### src/rtl/axis_byte_packetizer_pkg.sv
// Shared definitions for axis_byte_packetizer: byte width, tkeep mask helper
// and the byte-count width helper.
package axis_byte_packetizer_pkg;

  localparam int BYTE_W    = 8;
  localparam int MAX_BYTES = 64;

  // Byte-count width for an N-byte beat; a 1-byte beat still needs one bit.
  function automatic int cnt_w(input int n);
    return (n <= 1) ? 1 : $clog2(n);
  endfunction

  // Low-aligned byte-enable mask with 'count' ones; callers truncate to N.
  function automatic logic [MAX_BYTES-1:0] keep_mask(input int count);
    if (count <= 0) return '0;
    if (count >= MAX_BYTES) return '1;
    return (64'(1) << count) - 64'(1);
  endfunction

endpackage

### src/rtl/axis_byte_packetizer.sv
// Packs a byte stream little-endian into N-byte AXI-Stream beats with tkeep/tlast.
// Optional idle-flush of partial beats: define AXIS_BYTE_PACKETIZER_TIMEOUT_EN.
module axis_byte_packetizer
  import axis_byte_packetizer_pkg::*;
#(
  parameter int TDATA_WIDTH_BYTES = 4,
  parameter int TIMEOUT_CYCLES    = 1024
) (
  input  logic                                clk,
  input  logic                                arstn,
  input  logic                                in_valid,
  output logic                                in_ready,
  input  logic [BYTE_W-1:0]                   in_data,
  input  logic                                in_last,
  output logic                                m_tvalid,
  input  logic                                m_tready,
  output logic [TDATA_WIDTH_BYTES*BYTE_W-1:0] m_tdata,
  output logic [TDATA_WIDTH_BYTES-1:0]        m_tkeep,
  output logic                                m_tlast
);

  localparam int N  = TDATA_WIDTH_BYTES;
  localparam int CW = cnt_w(N);

  logic [N-1:0][BYTE_W-1:0] acc;
  logic [N-1:0][BYTE_W-1:0] beat;
  logic [CW-1:0]            cnt;
  logic                     flush;
  logic                     slot_free;
  logic                     accept;
  logic                     complete;

  // Handshakes: a transfer happens on a rising edge where valid && ready are
  // both high; valid never waits on ready, and a raised m_tvalid holds its
  // beat (data/keep/last) unchanged until m_tready takes it.
  assign slot_free = !m_tvalid || m_tready;
  assign in_ready  = arstn && slot_free && !flush;
  assign accept    = in_valid && in_ready;
  assign complete  = accept && (in_last || (cnt == CW'(N - 1)));

  // Lanes above cnt are already zero because the accumulator clears per beat.
  always_comb begin
    beat      = acc;
    beat[cnt] = in_data;
  end

  always_ff @(posedge clk or negedge arstn) begin
    if (!arstn) begin
      acc      <= '0;
      cnt      <= '0;
      m_tvalid <= 1'b0;
      m_tdata  <= '0;
      m_tkeep  <= '0;
      m_tlast  <= 1'b0;
    end else if (complete) begin
      m_tdata  <= beat;
      m_tkeep  <= N'(keep_mask(int'(cnt) + 1));
      m_tlast  <= in_last;
      m_tvalid <= 1'b1;
      acc      <= '0;
      cnt      <= '0;
    end else if (flush && slot_free) begin
      m_tdata  <= acc;
      m_tkeep  <= N'(keep_mask(int'(cnt)));
      m_tlast  <= 1'b1;
      m_tvalid <= 1'b1;
      acc      <= '0;
      cnt      <= '0;
    end else begin
      if (m_tready) m_tvalid <= 1'b0;
      if (accept) begin
        acc[cnt] <= in_data;
        cnt      <= cnt + CW'(1);
      end
    end
  end

`ifdef AXIS_BYTE_PACKETIZER_TIMEOUT_EN
  localparam int TW = (TIMEOUT_CYCLES < 2) ? 1 : $clog2(TIMEOUT_CYCLES + 1);

  logic [TW-1:0] idle_cnt;

  // flush stays high until the output slot frees and the partial beat leaves.
  always_ff @(posedge clk or negedge arstn) begin
    if (!arstn) begin
      idle_cnt <= '0;
      flush    <= 1'b0;
    end else if (flush) begin
      idle_cnt <= '0;
      if (slot_free) flush <= 1'b0;
    end else if (accept || cnt == '0) begin
      idle_cnt <= '0;
    end else if (idle_cnt == TW'(TIMEOUT_CYCLES - 1)) begin
      idle_cnt <= '0;
      flush    <= 1'b1;
    end else begin
      idle_cnt <= idle_cnt + TW'(1);
    end
  end
`else
  // Without the timeout build the threshold is meaningless; flush is constant 0.
  assign flush = (TIMEOUT_CYCLES < 0);
`endif

endmodule

### config.mk
export PLATFORM = sky130hd
export DESIGN_NAME = axis_byte_packetizer
export DESIGN_NICKNAME = d
export VERILOG_FILES = /design/src/rtl/axis_byte_packetizer_pkg.sv /design/src/rtl/axis_byte_packetizer.sv
export SDC_FILE = /design/constraint.sdc
export NUM_CORES = 1
export LEC_CHECK = 0
export ABC_AREA = 0
export CORE_AREA = 2 2 100 102
export CTS_CLUSTER_DIAMETER = 150
export DETAILED_ROUTE_END_ITERATION = 8
export DIE_AREA = 0 0 102 104
export HOLD_SLACK_MARGIN = 0.08
export PLACE_DENSITY_LB_ADDON = 0.12
export SETUP_SLACK_MARGIN = 0.2
export SLEW_MARGIN = 20
export SYNTH_ARGS = -nofsm -noshare
export SYNTH_HDL_FRONTEND = slang
export SYNTH_SLANG_ARGS = --single-unit
### constraint.sdc
create_clock -name clk -period 1.7 [get_ports clk]
set_input_delay 0.34 -clock clk [delete_from_list [all_inputs] [get_ports clk]]
set_output_delay 0.34 -clock clk [all_outputs]
set_load 0.05 [all_outputs]
==> reports/qor.txt, run 1 <==
Pins Over Slew Limit: 0
Crit path max fanout: 8
Die area: 10600 sq um
Final hold violation count: 0
Vias in the first global route: 2528
Fin nets: 360
Net count after synthesis: 283
Chip Height: 104 um
Antenna Cells: 0
Worst Path Buf+Inv: 1
Overflow after GRT: 0
Antenna violations before repair: 0
Storage cell area: 1800 sq um
Clock power frac: 0.232
Leak: 1.97 nW
Most frequent cells in the layout: 71 x dfrtp_1, 65 x buf_4, 33 x a21oi_1, 32 x mux2i_1, 32 x a31oi_1
Final Cycle Share: 0.927
Sequential power share: 0.335
Filler cell count in the final layout: 916
Finish-stage setup viols: 0
H-tree Lvls: 3
Placed Cells: 452
Detail Route met3 WL: 260 um
Layout cells sized above 1: 0.328
Maximum vdd drop: 0.688 mV
Critical Path RT: 1.98 ns
Remaining antenna violation count: 0
CTS Buffer Depth: 2
Critical path cell sequence: ha_2 -> or2_4 -> buf_12 -> o211ai_4 -> a22o_1
Cells after synthesis: 263
Drt drc: 0
Slowest stage delay, CP: 0.43 ns
Outcome: completed
IO Count: 52
Worst skew pair latency: 0.34 ns
Synthesized flop and latch total: 72
DR iter-0 viols: 84
Max_cap viols: 0
Cts bufs inserted: 9
Routed WL per cell: 17.1 um
HPWL after DPL: 5460 um
DR top layer: met4
Post-Syn Area: 3240 sq um
# port buffers: 51
Clk sinks: 72
Switch share: 0.399
Initial Utilization: 0.340
Final WL: 8170 um
Largest net degree at the start of global routing: 64
Internal power: 0.00428 W
Core ar.: 9550 sq um
Crit path time final: 1.58 ns
Total Power: 0.00712 W
Metal-1 WL: 4120 um
Clk slew on worst S/H paths: 0.08 ns
Met2 wire length: 3700 um
Global-route wire length before repair: 13600 um
Seq/Total Area, Yosys: 0.555
Yosys cell types: 25
Vias/cell: 5.00
RSZ-0062 raised after global routing: yes
Arr. time, crit path: 1.86 ns
Root Buffer: clkbuf_8
FF-to-FF End: acc[13]
Reg2reg path depth: 5
CP delay by family, top: compound AO/OA/AOI/OAI gates
CP startpoint: cnt[1]
GRT Overall Usage: 0.166
P per Cell Area: 1610 nW/um^2
Net switching power: 0.00284 W
Syn avg cell area: 12.3 sq um
Hold WC Path Type: primary input to asynchronous set/reset pin
Die width: 102 um
CTS tree: built
Slowest CP cell: dfrtp_1
Multi-input logic area: 1360 sq um
R2r setup slk: 0.12 ns
Clock skew: 0.00802 ns
Reg-to-reg critical path startpoint: cnt[1]
Routability Congestion: 0.718
Crit Path Category: flop to flop
Worst setup EP type: flop
Setup crit start kind: flop
Final Non-Filler Cells: 478
Rows: 36
1st-pass router iterations: 4
Vias: 2388
Logic pwr share: 0.433
Fmax: 0.635 GHz
Relative slew slack: 0.460
Synth Warn #: 0
Synth-to-layout area growth: 36.2%
Worst Max-Slew Pin Slew: 0.810 ns
Most common cell after layout, fill and taps aside: dfrtp_1
==> how the worst max path moves through the flow <==
stage,end,depth (start not counted)
2_1_floorplan,in_ready,4
5_1_grt,acc[12],6
6_report,acc[13],5
4_1_cts,acc[18],5
3_3_place_gp,m_tkeep[1],5
3_5_place_dp,m_tkeep[1],5
==> power by group through the flow <==
| stage | logic (W) | registers (W) | clock network [W] |
|---|---|---|---|
| floorplan | 0.000931 | 0.00341 | 0 |
| global placement | 0.00291 | 0.00242 | 0 |
| detailed placement | 0.00293 | 0.00242 | 0 |
| CTS | 0.00305 | 0.00238 | 0.00170 |
| global route | 0.00329 | 0.00244 | 0.00175 |
| finish | 0.00309 | 0.00239 | 0.00165 |
==> sequential cells by signal, indices dropped and copies added (netlist names) <==
name	flops
acc	32
m_tdata	32
m_tkeep	4
cnt	2
m_tlast	1
m_tvalid	1
==> worst reg2reg max path, cell delays in order, from the launching register on <==
cell and delay (ns):
dfrtp_1 0.43, ha_2 0.22, or2_4 0.24, buf_12 0.15
o211ai_4 0.29, a22o_1 0.19
==> kinds of logic (layout without fill, tap and decap cells) <==
| family | Yosys count | in the layout | synth area share |
|---|---|---|---|
| muxes | 36 | 36 | 0.112 |
| xor gates and xnor gates | 1 | 1 | 0.00270 |
| buffers and inverters | 27 | 109 | 0.0470 |
| and+or+nand+nor | 23 | 23 | 0.0494 |
| adders and majority gates | 7 | 7 | 0.0270 |
| DFF | 72 | 72 | 0.555 |
| AOI/OAI and AO/OA | 97 | 97 | 0.207 |
==> area by class of cell <==
cell class,count,area share
multi-input cells,164,0.308
well taps,133,0.0377
clock buffers,9,0.0280
clock inverters,7,0.0266
repair buffers,89,0.188
flip-flops and latches,72,0.408
inverters,4,0.00425
==> routing by layer <==
metal | vias to the layer above | GRT usage
li1 | 1144 | -
met1 | 1186 | 0.244
met2 | 52 | 0.243
met3 | 6 | 0.0269
met4 | 0 | 0.0638
met5 | - | 0
==> synthesized netlist by cell type <==
master / number / area, sq um
buf_4: 4 / 30.0
nor2b_1: 9 / 56.3
a31oi_1: 34 / 213
inv_1: 4 / 15.0
nor2_2: 1 / 6.26
buf_2: 17 / 85.1
nand4_1: 1 / 6.26
nor3_4: 1 / 16.3
a21oi_1: 33 / 165
nand3_1: 1 / 5.00
and2_1: 2 / 12.5
o211ai_4: 3 / 63.8
buf_6: 2 / 22.5
a22o_1: 25 / 219
mux2i_1: 34 / 340
and4_1: 3 / 26.3
nand2_1: 2 / 7.51
mux2_2: 2 / 22.5
o21ai_0: 2 / 10.0
dfrtp_1: 72 / 1800
nand2b_4: 1 / 13.8
xor2_1: 1 / 8.76
nor2_1: 1 / 3.75
ha_1: 7 / 87.6
or2_0: 1 / 6.26
==> through the flow <==
| stage | util | instance area (sq um) | setup slack [ns] | TNS [ns] | hold slack (ns) |
|---|---|---|---|---|---|
| global route | 0.463 | 4420 | 0.0544 | 0 | 0.293 |
| floorplan | - | 3270 | 0.195 | 0 | 0.0444 |
| CTS | 0.456 | 4360 | 0.149 | 0 | 0.237 |
| finish | 0.463 | 4420 | 0.125 | 0 | 0.203 |
| global placement | 0.421 | 4020 | -0.0526 | -1.78 | 0.317 |
| detailed placement | 0.421 | 4020 | -0.0796 | -2.56 | 0.309 |
==> what timing repair did <==
action,CTS,global route
setup endpoints to repair,61,66
hold endpoints to repair,9,0
pin swaps,9,17
hold buffers,1,0
gates resized for setup,9,8
setup buffers,7,2
Power figures use the tool's default switching activity.
==> run 2, diff against run 1 <==
--- a/config.mk
+++ b/config.mk
@@ -6,10 +6,11 @@
 export NUM_CORES = 1
 export LEC_CHECK = 0
 export ABC_AREA = 0
-export CORE_AREA = 2 2 100 102
+export CAP_MARGIN = 20
+export CORE_AREA = 3 3 101 103
 export CTS_CLUSTER_DIAMETER = 150
 export DETAILED_ROUTE_END_ITERATION = 8
-export DIE_AREA = 0 0 102 104
+export DIE_AREA = 0 0 104 106
 export HOLD_SLACK_MARGIN = 0.08
 export PLACE_DENSITY_LB_ADDON = 0.12
 export SETUP_SLACK_MARGIN = 0.2
==> reports/qor.txt, run 2 (same netlist as run 1, synthesis figures left out) <==
Outcome: completed (unchanged)
Global-route wire length before repair: 14200 um (was 13600 um)
Arr. time, crit path: 1.83 ns (was 1.86 ns)
HPWL after DPL: 5560 um (was 5460 um)
Leak: 2.02 nW (was 1.97 nW)
Finish-stage setup viols: 0 (unchanged)
Chip Height: 106 um (was 104 um)
Synth-to-layout area growth: 50.6% (was 36.2%)
Hold WC Path Type: primary input to asynchronous set/reset pin (unchanged)
Overflow after GRT: 0 (unchanged)
Max_cap viols: 0 (unchanged)
P per Cell Area: 1610 nW/um^2 (about the same)
Storage cell area: 1800 sq um (unchanged)
Antenna violations before repair: 0 (unchanged)
DR iter-0 viols: 90 (was 84)
Drt drc: 0 (unchanged)
Rows: 35 (was 36)
Crit Path Category: flop to flop (unchanged)
Fmax: 0.647 GHz (was 0.635 GHz)
Clk sinks: 72 (unchanged)
Die width: 104 um (was 102 um)
H-tree Lvls: 3 (unchanged)
Final WL: 8640 um (was 8170 um)
Fin nets: 358 (was 360)
Biggest registers after layout: acc: 32 flops, m_tdata: 32 flops, m_tkeep: 4 flops (unchanged)
Most common cell after layout, fill and taps aside: dfrtp_1 (unchanged)
Vias in the first global route: 2603 (was 2528)
Root Buffer: clkbuf_8 (unchanged)
Antenna Cells: 0 (unchanged)
Relative slew slack: 0.382 (was 0.460)
Remaining antenna violation count: 0 (unchanged)
Crit path time final: 1.55 ns (was 1.58 ns)
Critical Path RT: 1.98 ns (about the same)
CP startpoint: cnt[1] (unchanged)
Most frequent cells in the layout: 71 x dfrtp_1, 59 x buf_4, 30 x mux2i_1, 25 x a22o_1, 24 x a21oi_1 (was 71 x dfrtp_1, 65 x buf_4, 33 x a21oi_1, 32 x mux2i_1, 32 x a31oi_1)
Cts bufs inserted: 9 (unchanged)
Clock skew: 0.0107 ns (was 0.00802 ns)
Worst Max-Slew Pin Slew: 0.927 ns (was 0.810 ns)
Final hold violation count: 0 (unchanged)
Reg-to-reg critical path startpoint: cnt[1] (unchanged)
IO Count: 52 (unchanged)
Layout cells sized above 1: 0.437 (was 0.328)
Pre-CTS setup slack: -0.127 ns (was -0.0796 ns)
Multi-input logic area: 1780 sq um (was 1360 sq um)
Reg2reg path depth: 5 (unchanged)
Clk slew on worst S/H paths: 0.08 ns (about the same)
CTS tree: built (unchanged)
Setup ws final: 0.155 ns (was 0.125 ns)
Worst skew pair latency: 0.35 ns (was 0.34 ns)
Vias/cell: 5.12 (was 5.00)
Maximum vdd drop: 0.906 mV (was 0.688 mV)
Filler cell count in the final layout: 822 (was 916)
CTS Buffer Depth: 2 (unchanged)
Crit path max fanout: 8 (unchanged)
GRT Overall Usage: 0.161 (was 0.166)
Die area: 11000 sq um (was 10600 sq um)
Initial Utilization: 0.349 (was 0.340)
Setup crit end: acc[17] (was acc[13])
Final Util: 0.526 (was 0.463)
FF-to-FF End: acc[17] (was acc[13])
Vias: 2417 (was 2388)
Worst setup EP type: flop (unchanged)
Routability Congestion: 0.772 (was 0.718)
# port buffers: 51 (unchanged)
R2r setup slk: 0.15 ns (was 0.12 ns)
1st-pass router iterations: 4 (unchanged)
Routed WL per cell: 18.3 um (was 17.1 um)
Core ar.: 9280 sq um (was 9550 sq um)
Setup crit start kind: flop (unchanged)
RSZ-0062 raised after global routing: yes (unchanged)
Largest net degree at the start of global routing: 72 (was 64)
Final Cycle Share: 0.909 (was 0.927)
Pins Over Slew Limit: 0 (unchanged)
## run 2: per-stage QoR
step | cell area (sq um) | TNS [ns] | power (W) | hold slack, ns | std cells
6_report | 4890 | 0 | 0.00784 | 0.205 | 472
5_1_grt | 4890 | 0 | 0.00823 | 0.304 | 472
4_1_cts | 4360 | 0 | 0.00737 | 0.272 | 467
3_5_place_dp | 4000 | -5.92 | 0.00531 | 0.138 | 447
3_3_place_gp | 4000 | -4.27 | 0.00530 | 0.140 | 447
2_1_floorplan | 3270 | 0 | 0.00434 | 0.0444 | 263
## run 2: per-layer routing
metal  part of all wire  global-route usage
met5                  0                   0
met4             0.0086              0.0313
met3              0.042              0.0461
met2               0.46               0.245
met1               0.49               0.231
## run 2: worst max-delay path, stage by stage, from the launching register on
cell      delay [ns]
dfrtp_1         0.39
ha_2            0.21
or2_4           0.24
buf_12          0.15
o211ai_4        0.29
a22o_1          0.19
## run 2: power by group
group | switching (W) | internal [W] | leakage (nW)
Combinational | 0.00204 | 0.00137 | 0.976
Sequential | 0.000351 | 0.00213 | 0.904
Clock | 0.000673 | 0.00128 | 0.144
Total | 0.00307 | 0.00478 | 2.02
## run 2: layout make-up
type,instances,share of cell area
clock buffer,9,0.0254
clock inverter,7,0.0343
inverter,4,0.00359
multi-input combinational,164,0.363
sequential,72,0.369
tap,129,0.0330
timing repair buffer,87,0.171
## run 2: worst min path at each step
stage / cells past startpoint / endpoint / slack (ns) / startpoint
2_1_floorplan: 0 / acc[0] / 0.04 / arstn
4_1_cts: 2 / m_tvalid / 0.27 / arstn
3_3_place_gp: 1 / m_tlast / 0.14 / arstn
3_5_place_dp: 1 / m_tlast / 0.14 / arstn
6_report: 2 / acc[9] / 0.21 / arstn
5_1_grt: 2 / m_tvalid / 0.30 / arstn
## run 2: what timing repair did
item / 4_1_cts / 5_1_grt
gates cloned: 0 / 1
pin swaps: 20 / 22
endpoints found under the hold margin: 1 / 0
endpoints found under the setup margin: 65 / 60
gates resized for setup: 13 / 63
setup buffers: 3 / 4
hold buffers: 1 / 0
==> run 3, diff against run 2 <==
--- a/config.mk
+++ b/config.mk
@@ -7,10 +7,11 @@
 export LEC_CHECK = 0
 export ABC_AREA = 0
 export CAP_MARGIN = 20
-export CORE_AREA = 3 3 101 103
+export CORE_AREA = 2 2 82 84
 export CTS_CLUSTER_DIAMETER = 150
 export DETAILED_ROUTE_END_ITERATION = 8
-export DIE_AREA = 0 0 104 106
+export DIE_AREA = 0 0 84 86
+export GPL_ROUTABILITY_DRIVEN = 0
 export HOLD_SLACK_MARGIN = 0.08
 export PLACE_DENSITY_LB_ADDON = 0.12
 export SETUP_SLACK_MARGIN = 0.2
==> reports/qor.txt, run 3 (same netlist as run 1, synthesis figures left out) <==
Setup crit start kind: flop (unchanged)
Slowest stage delay, CP: 0.42 ns (was 0.39 ns)
Crit path max fanout: 8 (unchanged)
R2r setup slk: 0.17 ns (was 0.15 ns)
Internal power: 0.00397 W (was 0.00478 W)
Hold WC Path Type: primary input to asynchronous set/reset pin (unchanged)
CP delay by family, top: compound AO/OA/AOI/OAI gates (unchanged)
Clock skew: 0.00865 ns (was 0.0107 ns)
Clk slew on worst S/H paths: 0.08 ns (about the same)
IO Count: 52 (unchanged)
Sequential power share: 0.356 (was 0.317)
Setup ws final: 0.167 ns (was 0.155 ns)
Antenna violations before repair: 0 (unchanged)
Fin nets: 353 (was 358)
Pins Over Slew Limit: 0 (unchanged)
Largest net degree at the start of global routing: 46 (was 72)
DR iter-0 viols: 184 (was 90)
Arr. time, crit path: 1.80 ns (was 1.83 ns)
Worst setup EP type: flop (unchanged)
CP startpoint: cnt[1] (unchanged)
Die area: 7220 sq um (was 11000 sq um)
Switch share: 0.418 (was 0.391)
Outcome: completed (unchanged)
Clk sinks: 72 (unchanged)
Critical path cell sequence: ha_4 -> or2_4 -> buf_12 -> o211ai_4 -> a22o_1 (was ha_2 -> or2_4 -> buf_12 -> o211ai_4 -> a22o_1)
Core ar.: 6280 sq um (was 9280 sq um)
Clock power frac: 0.190 (was 0.249)
Leak: 1.91 nW (was 2.02 nW)
Maximum vdd drop: 0.930 mV (was 0.906 mV)
Initial Utilization: 0.517 (was 0.349)
Routed WL per cell: 19.3 um (was 18.3 um)
Crit Path Category: flop to flop (unchanged)
FF-to-FF End: acc[3] (was acc[17])
Reg-to-reg critical path startpoint: cnt[1] (unchanged)
Root Buffer: clkbuf_8 (unchanged)
Hold slack: 0.124 ns (was 0.205 ns)
Net switching power: 0.00285 W (was 0.00307 W)
P per Cell Area: 1570 nW/um^2 (was 1610 nW/um^2)
Reg2reg path depth: 5 (unchanged)
Vias/cell: 5.89 (was 5.12)
Synth-to-layout area growth: 33.8% (was 50.6%)
Worst Path Buf+Inv: 1 (unchanged)
Filler cell count in the final layout: 473 (was 822)
Drt drc: 0 (unchanged)
Overflow after GRT: 0 (unchanged)
Critical Path RT: 1.97 ns (was 1.98 ns)
Cts bufs inserted: 9 (unchanged)
Chip Height: 86 um (was 106 um)
Crit path time final: 1.53 ns (was 1.55 ns)
Pre-CTS setup slack: -0.0952 ns (was -0.127 ns)
Layout cells sized above 1: 0.334 (was 0.437)
Max_cap viols: 0 (unchanged)
CTS Buffer Depth: 2 (unchanged)
Remaining antenna violation count: 0 (unchanged)
1st-pass router iterations: 4 (unchanged)
Vias in the first global route: 2376 (was 2603)
Worst skew pair latency: 0.35 ns (about the same)
Most frequent cells in the layout: 71 x dfrtp_1, 58 x buf_4, 33 x mux2i_1, 32 x a21oi_1, 25 x a22o_1 (was 71 x dfrtp_1, 59 x buf_4, 30 x mux2i_1, 25 x a22o_1, 24 x a21oi_1)
Fmax: 0.652 GHz (was 0.647 GHz)
HPWL after DPL: 4930 um (was 5560 um)
Rows: 29 (was 35)
CTS tree: built (unchanged)
Critical Path Stages: 5 (unchanged)
Finish-stage setup viols: 0 (unchanged)
RSZ-0062 raised after global routing: yes (unchanged)
Relative slew slack: 0.612 (was 0.382)
Final WL: 8010 um (was 8640 um)
Logic pwr share: 0.455 (was 0.435)
Slowest CP cell: dfrtp_1 (unchanged)
Global-route wire length before repair: 12700 um (was 14200 um)
Vias: 2446 (was 2417)
Die width: 84 um (was 104 um)
Antenna Cells: 0 (unchanged)
Setup crit end: acc[3] (was acc[17])
GRT Overall Usage: 0.226 (was 0.161)
Final hold violation count: 0 (unchanged)
H-tree Lvls: 3 (unchanged)
# port buffers: 51 (unchanged)
Most common cell after layout, fill and taps aside: dfrtp_1 (unchanged)
Final Cycle Share: 0.902 (was 0.909)
Worst Max-Slew Pin Slew: 0.582 ns (was 0.927 ns)
Biggest registers after layout: acc: 32 flops, m_tdata: 32 flops, m_tkeep: 4 flops (unchanged)
-- run 3: cell count changes in the layout (fill, tap and decap cells not counted), sizes merged --
cell	delta
buf	-4
bufinv	-4
clkbuf	+2
clkinv	+1
-- run 3: cell type report --
type,instances,area (sq um),area share
flip-flops and latches,72,1800,0.415
clock buffers,12,135,0.0311
inverters,4,20.0,0.00461
multi-input cells,164,1500,0.345
clock inverters,4,45.0,0.0104
repair buffers,82,744,0.172
well taps,77,96.3,0.0222
-- run 3: how the worst min path moves through the flow --
stage	startpoint	end	slack, ns	depth (start not counted)
after floorplan	arstn	acc[0]	0.04	0
after global placement	arstn	m_tdata[10]	0.42	2
after detailed placement	arstn	m_tdata[10]	0.42	2
after CTS	arstn	m_tdata[13]	0.05	2
after global routing	arstn	m_tkeep[1]	0.18	2
final	arstn	m_tkeep[1]	0.12	2
-- run 3: routing by layer --
layer  vias to the layer above  share of wire  global-route usage
li1                       1126              -                   -
met1                      1267           0.49               0.343
met2                        45           0.47               0.319
met3                         8          0.033              0.0597
met4                         0          0.010              0.0704
met5                         -              0                   0
-- run 3: metrics by stage --
stage	util	TNS [ns]	cell area (sq um)	total power, W	instances
floorplan	-	0	3270	0.00434	263
global placement	0.618	-2.59	3880	0.00525	393
detailed placement	0.618	-3.36	3880	0.00527	393
CTS	0.654	0	4110	0.00663	413
global route	0.691	0	4340	0.00715	415
finish	0.691	0	4340	0.00682	415
-- run 3: power groups by stage --
stage / logic, W / registers (W) / clock network [W]
6_report: 0.00310 / 0.00243 / 0.00129
5_1_grt: 0.00328 / 0.00247 / 0.00140
4_1_cts: 0.00294 / 0.00237 / 0.00132
3_5_place_dp: 0.00287 / 0.00241 / 0
3_3_place_gp: 0.00284 / 0.00241 / 0
2_1_floorplan: 0.000931 / 0.00341 / 0
-- run 3: what timing repair did --
item                       in CTS  in global routing
pin swaps                       4                 24
hold endpoints to repair       27                 27
buffers inserted                4                  0
setup endpoints to repair      40                 57
gates resized for setup         8                 28
